`src/rtl/rf_pkg.sv`:
```
// Shared defaults for the multiport register file.
// Width, depth and zero-register policy live here.
package rf_pkg;

    localparam int DATA_W_DEF   = 16;
    localparam int ADDR_W_DEF   = 4;
    localparam int ZERO_REG_DEF = 0;

endpackage

```
`src/rtl/multiport_reg_file_if.sv`:
```
// Port bundle for the register file: enable, two write ports,
// one reserve port and two read ports.
interface multiport_reg_file_if
    import rf_pkg::*;
#(
    parameter int DATA_W = DATA_W_DEF,
    parameter int ADDR_W = ADDR_W_DEF
);

    logic              En;
    logic              Wr0En;
    logic [ADDR_W-1:0] Wr0Addr;
    logic [DATA_W-1:0] Wr0Data;
    logic              Wr1En;
    logic [ADDR_W-1:0] Wr1Addr;
    logic [DATA_W-1:0] Wr1Data;
    logic              ResEn;
    logic [ADDR_W-1:0] ResAddr;
    logic [ADDR_W-1:0] RdAddrA;
    logic [ADDR_W-1:0] RdAddrB;
    logic [DATA_W-1:0] RdDataA;
    logic [DATA_W-1:0] RdDataB;
    logic              PendA;
    logic              PendB;

    modport master (
        output En,
        output Wr0En, Wr0Addr, Wr0Data,
        output Wr1En, Wr1Addr, Wr1Data,
        output ResEn, ResAddr,
        output RdAddrA, RdAddrB,
        input  RdDataA, RdDataB,
        input  PendA, PendB
    );

    modport slave (
        input  En,
        input  Wr0En, Wr0Addr, Wr0Data,
        input  Wr1En, Wr1Addr, Wr1Data,
        input  ResEn, ResAddr,
        input  RdAddrA, RdAddrB,
        output RdDataA, RdDataB,
        output PendA, PendB
    );

endinterface

```
`src/rtl/multiport_reg_file_read_port.sv`:
```
// One registered read port: compares against this cycle's commits
// so the output shows the post-edge register and pending state.
module rf_read_port
    import rf_pkg::*;
#(
    parameter int DATA_W   = DATA_W_DEF,
    parameter int ADDR_W   = ADDR_W_DEF,
    parameter int NUM_REGS = 2 ** ADDR_W
) (
    input  logic                             clk,
    input  logic                             rst,
    input  logic                             en,
    input  logic [ADDR_W-1:0]                addr,
    input  logic                             w0,
    input  logic [ADDR_W-1:0]                w0_addr,
    input  logic [DATA_W-1:0]                w0_data,
    input  logic                             w1,
    input  logic [ADDR_W-1:0]                w1_addr,
    input  logic [DATA_W-1:0]                w1_data,
    input  logic                             res,
    input  logic [ADDR_W-1:0]                res_addr,
    input  logic [NUM_REGS-1:0][DATA_W-1:0]  regs,
    input  logic [NUM_REGS-1:0]              pend,
    output logic [DATA_W-1:0]                data,
    output logic                             pend_out
);

    logic              hit0;
    logic              hit1;
    logic              hitr;
    logic [DATA_W-1:0] nxt_data;
    logic              nxt_pend;

    always_comb begin
        hit0     = w0 && (w0_addr == addr);
        hit1     = w1 && (w1_addr == addr);
        hitr     = res && (res_addr == addr);
        nxt_data = regs[addr];
        nxt_pend = pend[addr];
        if (hit1) begin
            nxt_data = w1_data;
        end else if (hit0) begin
            nxt_data = w0_data;
        end
        // a same-cycle reserve outranks the clear from a write
        if (hitr) begin
            nxt_pend = 1'b1;
        end else if (hit0 || hit1) begin
            nxt_pend = 1'b0;
        end
    end

    always_ff @(posedge clk) begin
        if (rst) begin
            data     <= '0;
            pend_out <= 1'b0;
        end else if (en) begin
            data     <= nxt_data;
            pend_out <= nxt_pend;
        end
    end

endmodule

```
`src/rtl/multiport_reg_file.sv`:
```
// Two-write, two-read register file with per-register pending bits
// and write-through read bypass.
module multiport_reg_file
    import rf_pkg::*;
#(
    parameter int DATA_W   = DATA_W_DEF,
    parameter int ADDR_W   = ADDR_W_DEF,
    parameter int ZERO_REG = ZERO_REG_DEF
) (
    input logic                 Clk,
    input logic                 Rst,
    multiport_reg_file_if.slave bus
);

    localparam int NUM_REGS = 2 ** ADDR_W;

    logic                            w0;
    logic                            w1;
    logic                            res;
    logic [NUM_REGS-1:0][DATA_W-1:0] regs;
    logic [NUM_REGS-1:0]             pend;

    function automatic logic zero_addr(input logic [ADDR_W-1:0] a);
        return (ZERO_REG != 0) && (a == '0);
    endfunction

    // commit flags: discarded traffic to a hardwired zero never commits
    assign w0  = bus.En && bus.Wr0En && !zero_addr(bus.Wr0Addr);
    assign w1  = bus.En && bus.Wr1En && !zero_addr(bus.Wr1Addr);
    assign res = bus.En && bus.ResEn && !zero_addr(bus.ResAddr);

    for (genvar i = 0; i < NUM_REGS; i++) begin : g_reg
        if (ZERO_REG != 0 && i == 0) begin : g_zero
            assign regs[i] = '0;
            assign pend[i] = 1'b0;
        end else begin : g_store
            logic [DATA_W-1:0] q;
            logic              p;
            logic              hit0;
            logic              hit1;
            logic              hitr;

            assign hit0 = w0 && (bus.Wr0Addr == ADDR_W'(i));
            assign hit1 = w1 && (bus.Wr1Addr == ADDR_W'(i));
            assign hitr = res && (bus.ResAddr == ADDR_W'(i));

            always_ff @(posedge Clk) begin
                if (Rst) begin
                    q <= '0;
                    p <= 1'b0;
                end else begin
                    if (hit1) begin
                        q <= bus.Wr1Data;
                    end else if (hit0) begin
                        q <= bus.Wr0Data;
                    end
                    if (hitr) begin
                        p <= 1'b1;
                    end else if (hit0 || hit1) begin
                        p <= 1'b0;
                    end
                end
            end

            assign regs[i] = q;
            assign pend[i] = p;
        end
    end

    rf_read_port #(
        .DATA_W (DATA_W),
        .ADDR_W (ADDR_W)
    ) u_rd_a (
        .clk      (Clk),
        .rst      (Rst),
        .en       (bus.En),
        .addr     (bus.RdAddrA),
        .w0       (w0),
        .w0_addr  (bus.Wr0Addr),
        .w0_data  (bus.Wr0Data),
        .w1       (w1),
        .w1_addr  (bus.Wr1Addr),
        .w1_data  (bus.Wr1Data),
        .res      (res),
        .res_addr (bus.ResAddr),
        .regs     (regs),
        .pend     (pend),
        .data     (bus.RdDataA),
        .pend_out (bus.PendA)
    );

    rf_read_port #(
        .DATA_W (DATA_W),
        .ADDR_W (ADDR_W)
    ) u_rd_b (
        .clk      (Clk),
        .rst      (Rst),
        .en       (bus.En),
        .addr     (bus.RdAddrB),
        .w0       (w0),
        .w0_addr  (bus.Wr0Addr),
        .w0_data  (bus.Wr0Data),
        .w1       (w1),
        .w1_addr  (bus.Wr1Addr),
        .w1_data  (bus.Wr1Data),
        .res      (res),
        .res_addr (bus.ResAddr),
        .regs     (regs),
        .pend     (pend),
        .data     (bus.RdDataB),
        .pend_out (bus.PendB)
    );

endmodule
```
`src/flat_wrapper.sv`:
```
// flat-port wrapper written by rule: the top's interface ports become plain ports
module multiport_reg_file_flat import rf_pkg::*;
#(
    parameter int DATA_W   = DATA_W_DEF,
    parameter int ADDR_W   = ADDR_W_DEF,
    parameter int ZERO_REG = ZERO_REG_DEF
)
  (Clk, Rst, bus_En, bus_Wr0En, bus_Wr0Addr, bus_Wr0Data, bus_Wr1En, bus_Wr1Addr, bus_Wr1Data, bus_ResEn, bus_ResAddr, bus_RdAddrA, bus_RdAddrB, bus_RdDataA, bus_RdDataB, bus_PendA, bus_PendB);
  multiport_reg_file_if #(.DATA_W(DATA_W), .ADDR_W(ADDR_W)) bus_i ();
  input logic Clk;
  input logic Rst;
  input wire logic [$bits(bus_i.En)-1:0] bus_En;
  input wire logic [$bits(bus_i.Wr0En)-1:0] bus_Wr0En;
  input wire logic [$bits(bus_i.Wr0Addr)-1:0] bus_Wr0Addr;
  input wire logic [$bits(bus_i.Wr0Data)-1:0] bus_Wr0Data;
  input wire logic [$bits(bus_i.Wr1En)-1:0] bus_Wr1En;
  input wire logic [$bits(bus_i.Wr1Addr)-1:0] bus_Wr1Addr;
  input wire logic [$bits(bus_i.Wr1Data)-1:0] bus_Wr1Data;
  input wire logic [$bits(bus_i.ResEn)-1:0] bus_ResEn;
  input wire logic [$bits(bus_i.ResAddr)-1:0] bus_ResAddr;
  input wire logic [$bits(bus_i.RdAddrA)-1:0] bus_RdAddrA;
  input wire logic [$bits(bus_i.RdAddrB)-1:0] bus_RdAddrB;
  output wire logic [$bits(bus_i.RdDataA)-1:0] bus_RdDataA;
  output wire logic [$bits(bus_i.RdDataB)-1:0] bus_RdDataB;
  output wire logic [$bits(bus_i.PendA)-1:0] bus_PendA;
  output wire logic [$bits(bus_i.PendB)-1:0] bus_PendB;
  assign bus_i.En = bus_En;
  assign bus_i.Wr0En = bus_Wr0En;
  assign bus_i.Wr0Addr = bus_Wr0Addr;
  assign bus_i.Wr0Data = bus_Wr0Data;
  assign bus_i.Wr1En = bus_Wr1En;
  assign bus_i.Wr1Addr = bus_Wr1Addr;
  assign bus_i.Wr1Data = bus_Wr1Data;
  assign bus_i.ResEn = bus_ResEn;
  assign bus_i.ResAddr = bus_ResAddr;
  assign bus_i.RdAddrA = bus_RdAddrA;
  assign bus_i.RdAddrB = bus_RdAddrB;
  assign bus_RdDataA = bus_i.RdDataA;
  assign bus_RdDataB = bus_i.RdDataB;
  assign bus_PendA = bus_i.PendA;
  assign bus_PendB = bus_i.PendB;
  multiport_reg_file #(.DATA_W(DATA_W), .ADDR_W(ADDR_W), .ZERO_REG(ZERO_REG)) u_core (.Clk(Clk), .Rst(Rst), .bus(bus_i));
endmodule
```
`config.mk`:
```
export PLATFORM = sky130hd
export DESIGN_NAME = multiport_reg_file_flat
export DESIGN_NICKNAME = d
export VERILOG_FILES = /design/src/rtl/rf_pkg.sv /design/src/rtl/multiport_reg_file_if.sv /design/src/rtl/multiport_reg_file_read_port.sv /design/src/rtl/multiport_reg_file.sv /design/src/flat_wrapper.sv
export SDC_FILE = /design/constraint.sdc
export NUM_CORES = 1
export LEC_CHECK = 0
export BUFFER_PORTS_ARGS = -buffer_cell sky130_fd_sc_hd__buf_4
export CORE_MARGIN = 2
export CORE_UTILIZATION = 33
export DETAILED_ROUTE_END_ITERATION = 6
export HOLD_SLACK_MARGIN = 0.1
export SKIP_CTS_REPAIR_TIMING = 1
export SYNTH_ARGS = -nofsm -noshare
export SYNTH_HDL_FRONTEND = slang
export SYNTH_SLANG_ARGS = --single-unit
```
`constraint.sdc`:
```
create_clock -name Clk -period 5.1 [get_ports Clk]
set_clock_uncertainty 0.05 [all_clocks]
set_input_delay 0.765 -clock Clk [delete_from_list [all_inputs] [get_ports Clk]]
set_output_delay 0.765 -clock Clk [all_outputs]
set_load 0.01 [all_outputs]
```
==> summary.json <==
{
  "share_comb_of_total_power": 0.122,
  "cts.root.buffer_cell": "sky130_fd_sc_hd__clkbuf_16",
  "critical_path_required_ns": 5.45,
  "drive_gt1_frac": 0.210,
  "numPortBuffers": 91,
  "dpl_worst_slack_ns": 1.84,
  "postRouteWirelength_um": 74300,
  "synth-seq-area-share": 0.329,
  "areaGrowthSynthToFinish_pct": 10.6,
  "power.switching_fraction": 0.270,
  "area_used_by_multi_input_combinational_logic_um2": 11200,
  "ys_ff_latch": 306,
  "dominantRegCellSynth": "sky130_fd_sc_hd__dfxtp_1",
  "synth_top_cell_by_area": "sky130_fd_sc_hd__dfxtp_1",
  "total_count_of_hold_check_failures_in_the_final_report": 0,
  "tightest_slew_ns": 1.24,
  "grt_max_degree": 103,
  "insertion_delay_ns": 0.54,
  "timing.setup.tns_ns": 0,
  "synth_mux_area_frac": 0.291,
  "synth.distinct_cells": 54,
  "worstSetupStartpointType": "input pin",
  "router_iterations_before_antenna_repair": 6,
  "endpoint": "u_core.g_reg[13].g_store.p$_SDFFE_PP0P_",
  "yosysMostFrequentCell": "sky130_fd_sc_hd__nor2_1",
  "mappedNetlistArea_um2": 18600,
  "post-route-min-period_ns": 2.76,
  "critical_path.max_fanout": 37,
  "vias_in_the_first_global_route": 16500,
  "cts_sink_count": 306,
  "drt-initial-drc-count": 1814,
  "critPathKind": "input pin to register",
  "dpl.cell_count": 2639,
  "number_of_vias_in_the_routed_layout": 16800,
  "power.net_switching_mw": 1.57,
  "globalplace.congestion": 0.857,
  "die_width_um": 241,
  "fin_total_pwr_mw": 5.80,
  "cts_htree_levels": 2,
  "layoutNonFillerInstCount": 2702,
  "grt_first_pass_wirelength_um": 108000,
  "total_number_of_nets_in_the_final_design": 1978,
  "power.sequential.fraction": 0.434,
  "synth_enable_flop_cells": 0,
  "max_freq_mhz": 362,
  "arrival_ns": 3.11,
  "overflow": 0,
  "count_of_standard_cell_rows": 87,
  "p_leak_nw": 7.36,
  "pwr-share-clk": 0.444,
  "synth.top_cell.area_share": 0.329,
  "setup_viol": 0,
  "initial_cell_density_of_the_core": 0.332,
  "route.detailed.vias_per_inst": 6.23,
  "max_cap_viol_count": 0,
  "timing.rr.end": "u_core.u_rd_b.pend_out$_SDFFE_PP0P_",
  "timing_max_transition_violations_final": 0,
  "post-route-period-util": 0.541,
  "clk_transition_reported_paths_ns": 0.06,
  "layout.core_utilization": 0.367,
  "synth_top_family_by_area": "multiplexers",
  "synth_compound_area_frac": 0.179,
  "final_critical_path_setup_slack_ns": 2.34,
  "rrSetupSlack_ns": 3.42,
  "boundaryPins": 92,
  "reg2reg_depth": 4,
  "worst_setup_path_end_kind": "register",
  "pwr_density_cell_nw_per_um2": 282,
  "initial_antenna_violation_count": 7,
  "grt.total_usage": 0.251,
  "clockBufferDepth": 3,
  "fp.dieArea_um2": 58300,
  "final-seq-area_um2": 6130,
  "synth.cells.most_frequent": "351 x sky130_fd_sc_hd__nor2_1, 306 x sky130_fd_sc_hd__dfxtp_1, 240 x sky130_fd_sc_hd__a211oi_1",
  "setup.worst_path.start": "bus_En",
  "die_h_um": 241,
  "status": "completed",
  "tritoncts.num_buffers": 35,
  "n_fill_cell": 5587,
  "grt_setup_unrepaired": "no",
  "hold_path.class": "register to register",
  "vdd_drop_max_mv": 0.208,
  "synth_nets": 2047,
  "post_synth_simple_gate_area": 0.122,
  "netlist_top_cells_area": "sky130_fd_sc_hd__dfxtp_1 33%, sky130_fd_sc_hd__mux2i_1 13%, sky130_fd_sc_hd__a211oi_1 9.7%, sky130_fd_sc_hd__mux4_2 9.1%, sky130_fd_sc_hd__mux2_2 7.5%",
  "synth_adder_area_share": 0,
  "internal-power_mw": 4.23,
  "yosysWarnings": 0,
  "cts_tree": "done",
  "detail_route.wl_per_cell_um": 27.5,
  "post-route-drc-count": 0,
  "core_um2": 56100,
  "dpl.hpwl_um": 42500,
  "relSlewSlack": 0.174,
  "timing.rr.start": "u_core.g_reg[15].g_store.p$_SDFFE_PP0P_",
  "syn-mean-instance-area_um2": 9.36,
  "postSynthCellCount": 1989,
  "post_synth_xor_area_fraction": 0.0113,
  "synthArstFlopShare": 0,
  "ant_nets": 0
}
registers in the layout (all words and copies together) (netlist names):
name	count
u_core.u_rd_b.data	16
u_core.u_rd_b.pend_out	1
u_core.g.g_store.q	256
u_core.u_rd_a.data	16
u_core.u_rd_a.pend_out	1
u_core.g.g_store.p	16
critical path, stage by stage:
cell and delay [ns]:
sky130_fd_sc_hd__buf_4 0.38, sky130_fd_sc_hd__nand2_1 0.21, sky130_fd_sc_hd__nor3b_1 0.49, sky130_fd_sc_hd__nand3_2 0.80
sky130_fd_sc_hd__nand3b_1 0.36, sky130_fd_sc_hd__a21oi_1 0.09
worst min-delay path by stage:
| stage | from | endpoint | slack (ns) | depth (start not counted) |
|---|---|---|---|---|
| 2_1_floorplan | u_core.g_reg[0].g_store.q[0]$_SDFFE_PP0P_ | u_core.g_reg[0].g_store.q[0]$_SDFFE_PP0P_ | 0.42 | 2 |
| 3_3_place_gp | u_core.g_reg[6].g_store.p$_SDFFE_PP0P_ | u_core.g_reg[6].g_store.p$_SDFFE_PP0P_ | 0.43 | 2 |
| 3_5_place_dp | u_core.g_reg[6].g_store.p$_SDFFE_PP0P_ | u_core.g_reg[6].g_store.p$_SDFFE_PP0P_ | 0.44 | 2 |
| 4_1_cts | u_core.g_reg[6].g_store.p$_SDFFE_PP0P_ | u_core.g_reg[6].g_store.p$_SDFFE_PP0P_ | 0.45 | 2 |
| 5_1_grt | u_core.g_reg[0].g_store.q[15]$_SDFFE_PP0P_ | u_core.g_reg[0].g_store.q[15]$_SDFFE_PP0P_ | 0.47 | 2 |
| 6_report | u_core.g_reg[6].g_store.p$_SDFFE_PP0P_ | u_core.g_reg[6].g_store.p$_SDFFE_PP0P_ | 0.46 | 2 |
placed cells by master (no fill, tap or decap), drive strengths merged, types with 18 or more instances in the layout:
cell type,Yosys,final
a211oi,240,240
buf,110,134
mux2i,233,233
nand2,43,43
nand3,31,31
inv,18,18
dfxtp,306,306
clkbuf,130,54
mux2,124,124
mux4,75,75
o22ai,62,62
a21oi,41,41
nor2,360,360
o21ai,32,32
metrics by stage:
| step | area, um^2 | hold slack [ns] |
|---|---|---|
| 2_1_floorplan | 18600 | 0.416 |
| 3_3_place_gp | 19400 | 0.432 |
| 3_5_place_dp | 19400 | 0.438 |
| 4_1_cts | 20600 | 0.448 |
| 5_1_grt | 20600 | 0.474 |
| 6_report | 20600 | 0.455 |
power by group through the flow:
stage / registers (mW) / clock network, mW / logic (mW)
final: 2.52 / 2.58 / 0.706
after global routing: 2.52 / 2.68 / 0.747
after CTS: 2.51 / 2.60 / 0.693
after detailed placement: 2.57 / 0 / 0.691
after global placement: 2.56 / 0 / 0.682
after floorplan: 2.55 / 0 / 0.457
cells by family after synthesis:
logic type | count (synthesis)
buf+inv | 258
mux | 432
compound gates | 465
simple gates | 504
flops | 306
xor+xnor | 24
layout make-up:
cell class	instances	share of cell area
inverters	18	0.00328
clock buffers	54	0.0530
flip-flops and latches	306	0.298
multi-input cells	1425	0.547
well taps	756	0.0460
clock inverters	6	0.00268
diodes	3	0.000365
repair buffers	134	0.0505
routing by layer:
| metal | vias up | GRT usage | routed length (um) |
|---|---|---|---|
| li1 | 7328 | - | - |
| met1 | 8176 | 0.309 | 28900 |
| met2 | 1000 | 0.396 | 32900 |
| met3 | 319 | 0.0572 | 7230 |
| met4 | 6 | 0.161 | 5270 |
| met5 | - | 0 | 41 |
(Power assumes the default switching activity.)
